$ cat config.mk
export PLATFORM = sky130hd
export DESIGN_NAME = alu_slice_sequencer
export DESIGN_NICKNAME = d
export VERILOG_FILES = /design/src/rtl/alu_slice_sequencer.sv
export SDC_FILE = /design/constraint.sdc
export NUM_CORES = 1
export LEC_CHECK = 0
export BUFFER_PORTS_ARGS = -buffer_cell sky130_fd_sc_hd__buf_4
export CAP_MARGIN = 20
export CORE_UTILIZATION = 48
export CTS_CLUSTER_SIZE = 10
export DETAILED_ROUTE_END_ITERATION = 10
export GPL_ROUTABILITY_DRIVEN = 0
export PLACE_DENSITY = 0.83
export SKIP_LAST_GASP = 1
export SLEW_MARGIN = 5
export SYNTH_ARGS = -nofsm -noshare
export SYNTH_HDL_FRONTEND = slang
export SYNTH_SLANG_ARGS = --single-unit
export TNS_END_PERCENT = 5
$ cat constraint.sdc
create_clock -name Clock -period 1.9 [get_ports Clock]
set_clock_uncertainty 0.05 [all_clocks]
set_input_delay 0.285 -clock Clock [delete_from_list [all_inputs] [get_ports Clock]]
set_output_delay 0.285 -clock Clock [all_outputs]
set_load 0.02 [all_outputs]
$ cat src/rtl/alu_slice_sequencer.sv
// Multi-cycle sequencer driving a narrow ripple ALU slice, LSB slice first, chaining carry per beat.
// Optional build macro ALU_SEQ_ZERO_FLAG_EN adds a registered RspZero output.
module alu_slice_sequencer #(
   parameter int Width      = 32,
   parameter int SliceWidth = 8
) (
   input  logic                  Clock,
   input  logic                  ResetN,
   input  logic                  ReqValid,
   output logic                  ReqReady,
   input  logic [2:0]            ReqOp,
   input  logic [Width-1:0]      ReqA,
   input  logic [Width-1:0]      ReqB,
   output logic [SliceWidth-1:0] SliceA,
   output logic [SliceWidth-1:0] SliceB,
   output logic                  SliceCarryIn,
   output logic                  SliceOr,
   output logic                  SliceFloodCarry,
   output logic                  SliceInvertA,
   output logic                  SliceInvertB,
   input  logic                  SliceCarryOut,
   input  logic [SliceWidth-1:0] SliceOut,
   output logic                  RspValid,
   input  logic                  RspReady,
   output logic [Width-1:0]      RspData,
   output logic                  RspCarry
`ifdef ALU_SEQ_ZERO_FLAG_EN
   ,
   output logic                  RspZero
`endif
);

   localparam int Beats = Width / SliceWidth;
   localparam int BeatW = (Beats > 1) ? $clog2(Beats) : 1;
   localparam logic [BeatW-1:0] LastBeat = BeatW'(Beats - 1);

   localparam logic [2:0] OP_ADD  = 3'd0;
   localparam logic [2:0] OP_SUB  = 3'd1;
   localparam logic [2:0] OP_AND  = 3'd2;
   localparam logic [2:0] OP_OR   = 3'd3;
   localparam logic [2:0] OP_XOR  = 3'd4;
   localparam logic [2:0] OP_SLT  = 3'd5;
   localparam logic [2:0] OP_SLTU = 3'd6;
   localparam logic [2:0] OP_NAND = 3'd7;

   generate
      if ((Width % SliceWidth) != 0) begin : g_bad_width
         $error("alu_slice_sequencer: Width must be a multiple of SliceWidth");
      end
   endgenerate

   typedef enum logic [1:0] {
      ST_IDLE = 2'd0,
      ST_RUN  = 2'd1,
      ST_DONE = 2'd2
   } state_t;

   state_t           state_r;
   state_t           state_s;
   logic [BeatW-1:0] beat_r;
   logic [Width-1:0] a_r;
   logic [Width-1:0] b_r;
   logic [2:0]       op_r;
   logic [Width-1:0] result_r;
   logic             carry_r;
   logic [Width-1:0] rsp_data_r;
   logic             rsp_carry_r;
`ifdef ALU_SEQ_ZERO_FLAG_EN
   logic             rsp_zero_r;
`endif

   logic             inv_a_s;
   logic             inv_b_s;
   logic             or_s;
   logic             flood_s;
   logic             is_sub_s;
   logic             is_arith_s;
   logic             slt_bit_s;
   logic [Width-1:0] assembled_s;
   logic [Width-1:0] final_s;

   // State register
   always_ff @(posedge Clock or negedge ResetN) begin
      if (!ResetN) begin
         state_r <= ST_IDLE;
      end else begin
         state_r <= state_s;
      end
   end

   // Next-state decode
   always_comb begin
      state_s = state_r;
      case (state_r)
         ST_IDLE: begin
            if (ReqValid) state_s = ST_RUN;
            else          state_s = ST_IDLE;
         end
         ST_RUN: begin
            if (beat_r == LastBeat) state_s = ST_DONE;
            else                    state_s = ST_RUN;
         end
         ST_DONE: begin
            if (RspReady) state_s = ST_IDLE;
            else          state_s = ST_DONE;
         end
         default: state_s = ST_IDLE;
      endcase
   end

   // Per-op ALU control lines
   always_comb begin
      inv_a_s = 1'b0;
      inv_b_s = 1'b0;
      or_s    = 1'b0;
      flood_s = 1'b0;
      case (op_r)
         OP_ADD:  begin inv_a_s = 1'b0; inv_b_s = 1'b0; or_s = 1'b0; flood_s = 1'b0; end
         OP_SUB,
         OP_SLT,
         OP_SLTU: begin inv_a_s = 1'b0; inv_b_s = 1'b1; or_s = 1'b0; flood_s = 1'b0; end
         OP_AND:  begin inv_a_s = 1'b1; inv_b_s = 1'b1; or_s = 1'b1; flood_s = 1'b1; end
         OP_NAND: begin inv_a_s = 1'b1; inv_b_s = 1'b1; or_s = 1'b1; flood_s = 1'b0; end
         OP_OR:   begin inv_a_s = 1'b0; inv_b_s = 1'b0; or_s = 1'b1; flood_s = 1'b0; end
         OP_XOR:  begin inv_a_s = 1'b0; inv_b_s = 1'b1; or_s = 1'b0; flood_s = 1'b1; end
         default: begin inv_a_s = 1'b0; inv_b_s = 1'b0; or_s = 1'b0; flood_s = 1'b0; end
      endcase
      is_sub_s   = (op_r == OP_SUB) || (op_r == OP_SLT) || (op_r == OP_SLTU);
      is_arith_s = is_sub_s || (op_r == OP_ADD);
   end

   // Slice drive: active only while running, otherwise all zero
   always_comb begin
      SliceA          = {SliceWidth{1'b0}};
      SliceB          = {SliceWidth{1'b0}};
      SliceCarryIn    = 1'b0;
      SliceOr         = 1'b0;
      SliceFloodCarry = 1'b0;
      SliceInvertA    = 1'b0;
      SliceInvertB    = 1'b0;
      if (state_r == ST_RUN) begin
         SliceA          = a_r[beat_r * SliceWidth +: SliceWidth];
         SliceB          = b_r[beat_r * SliceWidth +: SliceWidth];
         SliceOr         = or_s;
         SliceFloodCarry = flood_s;
         SliceInvertA    = inv_a_s;
         SliceInvertB    = inv_b_s;
         if (beat_r == {BeatW{1'b0}}) SliceCarryIn = is_sub_s;
         else                         SliceCarryIn = is_arith_s & carry_r;
      end else begin
         SliceCarryIn = 1'b0;
      end
   end

   // Final result: last slice comes straight from the ALU; compares collapse to one bit
   always_comb begin
      assembled_s = result_r;
      assembled_s[(Beats - 1) * SliceWidth +: SliceWidth] = SliceOut;
      slt_bit_s = (a_r[Width-1] ^ b_r[Width-1]) ? a_r[Width-1] : ~SliceCarryOut;
      case (op_r)
         OP_SLT:  final_s = {{(Width-1){1'b0}}, slt_bit_s};
         OP_SLTU: final_s = {{(Width-1){1'b0}}, ~SliceCarryOut};
         default: final_s = assembled_s;
      endcase
   end

   // Operand capture, per-beat accumulation and response registers
   always_ff @(posedge Clock or negedge ResetN) begin
      if (!ResetN) begin
         beat_r      <= {BeatW{1'b0}};
         a_r         <= {Width{1'b0}};
         b_r         <= {Width{1'b0}};
         op_r        <= 3'd0;
         result_r    <= {Width{1'b0}};
         carry_r     <= 1'b0;
         rsp_data_r  <= {Width{1'b0}};
         rsp_carry_r <= 1'b0;
`ifdef ALU_SEQ_ZERO_FLAG_EN
         rsp_zero_r  <= 1'b0;
`endif
      end else begin
         case (state_r)
            ST_IDLE: begin
               if (ReqValid) begin
                  a_r      <= ReqA;
                  b_r      <= ReqB;
                  op_r     <= ReqOp;
                  beat_r   <= {BeatW{1'b0}};
                  result_r <= {Width{1'b0}};
                  carry_r  <= 1'b0;
               end
            end
            ST_RUN: begin
               result_r[beat_r * SliceWidth +: SliceWidth] <= SliceOut;
               carry_r <= SliceCarryOut;
               beat_r  <= beat_r + BeatW'(1);
               if (beat_r == LastBeat) begin
                  rsp_data_r  <= final_s;
                  rsp_carry_r <= is_arith_s & SliceCarryOut;
`ifdef ALU_SEQ_ZERO_FLAG_EN
                  rsp_zero_r  <= (final_s == {Width{1'b0}});
`endif
               end
            end
            default: begin
               carry_r <= carry_r;
            end
         endcase
      end
   end

   assign ReqReady = (state_r == ST_IDLE);
   assign RspValid = (state_r == ST_DONE);
   assign RspData  = rsp_data_r;
   assign RspCarry = rsp_carry_r;
`ifdef ALU_SEQ_ZERO_FLAG_EN
   assign RspZero  = rsp_zero_r;
`endif

endmodule

; ---- Word-level counts from Yosys, hierarchy flattened
; Memories as Yosys holds them, arrays and structs flattened.
; Index checks and enable logic that the tools add are counted.
[classes]
n_eq_ne = 7
mux = 21
addsub = 2
shifts = 4
n_bitwise = 4
n_reduce_logical = 10
[ops]
columns = op, count
row1 = case mux 32 bit (2 select lines), 2
row2 = variable part select 32 x 6 -> 8 bit, 2
row3 = negator 5 -> 34 bit, 1
row4 = "variable shift 8 x 34 -> 32 bit, first input constant", 1
row5 = variable part select 8 x 34 -> 32 bit, 1
row6 = bitwise mux 32 bit, 1
row7 = 2-to-1 mux 32 bit, 1
row8 = 2-to-1 mux 8 bit, 2
row9 = 2-to-1 mux 1 bit, 9
row10 = "== test 3 bit, second input constant", 2
row11 = 2-to-1 mux 2 bit, 3
row12 = case mux 2 bit (3 select lines), 1
row13 = AND reduction 2 bit, 3
row14 = "== test 2 bit, second input constant", 2
row15 = zero test 2 bit, 2
row16 = case mux 2 bit (2 select lines), 1
row17 = "== test 3 x 1 -> 1 bit, second input constant", 1
row18 = zero test 3 bit, 1
row19 = logical OR 1 bit, 3
row20 = "adder 2 x 1 -> 2 bit, second input constant", 1
row21 = AND 1 bit, 2
row22 = "== test 2 x 1 -> 1 bit, second input constant", 1
row23 = "!= test 2 bit, second input constant", 1
row24 = case mux 1 bit (2 select lines), 1
row25 = other kinds (3), 3
[totals]
register_bits = 137
romBits = 32
mem_count = 1
wordCells = 58
[memory_table]
columns = name, depth, word_bits, rd, rd_clocked_by_memory_dff, write_ports, line_no
row1 = (name not given), 8, 4, 1, 0, 0, 117  ; case (op_r)

; ---- Depth between registers and ports, before layout
[logic_depth]
word_depth = 7
depth_mapped = 8
ltp_nobuf = 6

; ---- Worst setup path before layout
; No wires, ideal clock.
[synth_timing]
path_kind = register to output
from = register beat_r[1]
to = output port SliceCarryIn
setup_slack_ns = -0.207
required_ns = 1.565
arrival_time_ns = 1.772
n_path_buf = 2
path_stages_with_launch = 7
path_cell_list = dfrtp_1 -> buf_2 -> buf_2 -> inv_1 -> ha_1 -> or3_1 -> a21oi_1
[synth_via]
elab_chain_len = 3
[synth_rtl]
columns = item, line_no
row1 = "start, declared", 60  ; logic [BeatW-1:0] beat_r;
row2 = "start signal, assigned", 170  ; beat_r <= {BeatW{1'b0}};
row3 = "start signal, assigned", 188  ; beat_r <= {BeatW{1'b0}};
row4 = "start signal, assigned", 196  ; beat_r <= beat_r + BeatW'(1);
row5 = zero test 2 bit, 148  ; if (beat_r == {BeatW{1'b0}}) SliceCarryIn = is_sub_s;
row6 = 2-to-1 mux 1 bit, 148
row7 = 2-to-1 mux 1 bit, 141  ; if (state_r == ST_RUN) begin
row8 = "end, declared", 16  ; output logic SliceCarryIn,
; No other way between the ends.

; ---- Final worst setup path
[layout_timing]
from = register beat_r[0]
to = output port SliceB[3]
[layout_via]
elab_chain_len = 2
[layout_rtl]
columns = item, line_no
row1 = variable part select 32 x 6 -> 8 bit, 143  ; SliceB = b_r[beat_r * SliceWidth +: SliceWidth];
row2 = 2-to-1 mux 8 bit, 141
row3 = "end, declared", 15  ; output logic [SliceWidth-1:0] SliceB,
; No other way between the ends.

==> results_dict.tcl <==
set metrics [dict create \
    cp.arrival_ns 1.90 \
    peakVddDrop_v 0.00101 \
    slowest_stage "mux4_2" \
    yosysTopAreaCellShare 0.571 \
    drtIter0Drc 144 \
    clockRootBuffer "clkbuf_16" \
    fin_crit_sh 1.18 \
    r2r_slack_ns -0.08 \
    relSlewSlack 0.550 \
    p_leak_nw 3.58 \
    critPathLaunchType "register" \
    drc 0 \
    numClockSinks 129 \
    final_cell_mix "buf_4, dfrtp_1, a22o_1" \
    p_int_mw 9.42 \
    setup_viol 55 \
    outcome "finished, violations left" \
    crit_fanout 6 \
    crit-reg2reg-launch "beat_r[0]$_DFFE_PN0P_" \
    hold_end "state_r[1]$_DFF_PN0_" \
    crit_type "register to output pin" \
    io_pins 136 \
    crit_chain "clkbuf_16 > mux4_2 > and2_4 > buf_6" \
    final_common_cell "buf_4" \
    cp_data_required_time_ns 1.56 \
    end_kind "output pin" \
    cap_violations 0 \
    final_area_sq_um 7540 \
    violations "negative setup slack" \
    place_hpwl_um 8770 \
    grt_antenna_before_repair 0 \
    detail-route-antenna-nets 0 \
    final_hold_viol_count 0 \
    p_per_area_nw_per_um2 1870 \
    slew_viol_final 0 \
    grt_pass1_vias 3939 \
    num_rows 39 \
    area_delta_synth_final_pct 33.5 \
    rr_worst_depth 6 \
    hp-class "primary input to register" \
    grt_overflow_total 0 \
    drive_gt1_frac 0.516 \
    ys_seq_area_frac 0.571 \
    grt_first_pass_wirelength_um 20700 \
    postSynthCellCount 377 \
    initial_core_util 0.493 \
    vias_per_cell 5.44 \
    switchingPower_mw 4.68 \
    dieArea_sq_um 12200 \
    num_vias 3720 \
    syn_area_sq_um 5650 \
    synth.distinct_cells 34 \
    portBuffers 135 \
    cts_tree "yes" \
    wl_per_cell_um 18.6 \
    insertedDiodeCount 0 \
    fin_nets 619 \
    worstHoldStart "RspReady" \
    fin_total_pwr_mw 14.1 \
    grt_max_degree 54 \
    max_clock_freq_ghz 0.447 \
    wl_um 12700 \
    combPwrFrac 0.438 \
    clk_latency_ns 0.41 \
    ys_warn_count 0 \
    swShare 0.332 \
    dpl.cell_count 649 \
    numCtsBuffers 17 \
    synth_nets 466 \
    r2r-end "RspData[9]$_DFFE_PN0P_" \
    tightestPinTransition_ns 0.673 \
    ys_top_cells_by_area "dfrtp_1, mux2_2, a22o_1, mux4_1, mux4_2" \
    htree_levels 4 \
    core-area_sq_um 11500 \
    path_buf_inv 2 \
    fillers 809 \
    clk_pin_slew_worst_paths_ns 0.05 \
    synth_area_leader_cell "dfrtp_1" \
    die_w_um 110 \
    avgSynthCellArea_sq_um 15.0 \
    dpl_cell_area_sq_um 6850 \
    seq_power_share 0.333 \
    track_usage 0.219 \
    fin_crit_ns 2.24 \
    critical_path.max_stage_delay_ns 0.51 \
    ys_ff_latch 129 \
    final_cells 684 \
    cts_buffer_depth 2 \
    hold_depth 2 \
    layout_setup_ws_ns -0.337 \
    die_y_um 110 \
    clkPwrFrac 0.229 \
    path_delay_family "multiplexers" \
    rsz0062_at_grt "true" \
    firstDrtPassIters 4 \
]
cells by family (layout without fill, tap and decap cells):
family | count (synthesis) | after routing | share of synthesized area
AOI/OAI and AO/OA | 76 | 76 | 0.107
buffers and inverters | 30 | 194 | 0.0394
adders and majority gates | 10 | 10 | 0.0217
DFF | 129 | 129 | 0.571
and+or+nand+nor | 51 | 51 | 0.0611
muxes | 81 | 81 | 0.199
flip-flops by register name, summed over array words and instances (netlist names), 2 cells and up:
register / cells
beat_r: 2
op_r: 3
result_r: 24
RspData: 32
b_r: 32
state_r: 2
a_r: 32
synthesized netlist by cell type:
cell type and instances:
nand4b_2 1, o31ai_1 1, nand3b_1 1, nand2b_1 4, a22o_1 55, nor2_4 2
o21ai_0 9, ha_1 9, o221ai_1 1, o22ai_1 1, nand2_1 15, and2_1 16
a21o_1 3, nand2_4 1, a21oi_1 5, nor3_4 2, buf_4 1, mux2_2 54
o21a_1 1, mux4_1 9, nor2b_4 1, buf_6 11, nor2_8 1, buf_12 1
maj3_1 1, mux4_2 7, inv_1 8, or3_1 2, buf_2 6, clkbuf_1 3
mux2_1 11, nor2_1 4, dfrtp_1 129, nand2b_4 1
power groups by stage:
stage          Clock (mW)  Combinational, mW  Sequential, mW
3_5_place_dp            0               5.72            4.67
4_1_cts              3.30               5.75            4.64
3_3_place_gp            0               5.56            4.59
5_1_grt              3.42               6.63            4.85
6_report             3.23               6.18            4.69
2_1_floorplan           0               3.77            4.71
per-layer routing:
layer,track usage,part of all wire,up-vias
li1,-,-,1688
met1,0.287,0.44,1882
met5,0,0,-
met3,0.0708,0.063,20
met4,0.0773,0.014,0
met2,0.345,0.49,130
worst max-delay path by stage:
stage,end,start,cells past startpoint
finish,SliceB[3],beat_r[0]$_DFFE_PN0P_,4
global route,SliceB[3],beat_r[0]$_DFFE_PN0P_,4
CTS,SliceB[0],beat_r[0]$_DFFE_PN0P_,4
detailed placement,RspData[30]$_DFFE_PN0P_,beat_r[0]$_DFFE_PN0P_,5
global placement,SliceB[0],beat_r[0]$_DFFE_PN0P_,4
floorplan,SliceCarryIn,beat_r[0]$_DFFE_PN0P_,6
metrics by stage:
stage          hold WS, ns  setup WS, ns   util   TNS [ns]
2_1_floorplan      -0.0606     -0.000806      -  -0.000806
3_3_place_gp         0.182        0.0599  0.597          0
3_5_place_dp         0.194       -0.0137  0.597    -0.0486
5_1_grt             0.0170        -0.372  0.658     -13.92
6_report            0.0135        -0.337  0.658      -7.06
4_1_cts            0.00268        -0.374  0.650      -6.08
area by class of cell:
class                   instances  area (sq um)  share of cell area
clock inverters                 6           105              0.0139
repair buffers                156          1290               0.171
clock buffers                  24           482              0.0639
inverters                       8          33.8             0.00448
multi-input cells             218          2230               0.295
flip-flops and latches        129          3230               0.428
well taps                     143           179              0.0237
timing repair:
| item | in CTS | in global routing |
|---|---|---|
| endpoints found under the setup margin | 52 | 52 |
| endpoints found under the hold margin | 24 | 0 |
| setup buffers | 0 | 3 |
| gates resized for setup | 1 | 35 |
| cloned | 0 | 1 |
| hold buffers | 1 | 0 |
| pin swaps | 0 | 11 |
Note: power is estimated with default switching activity, not from simulation.
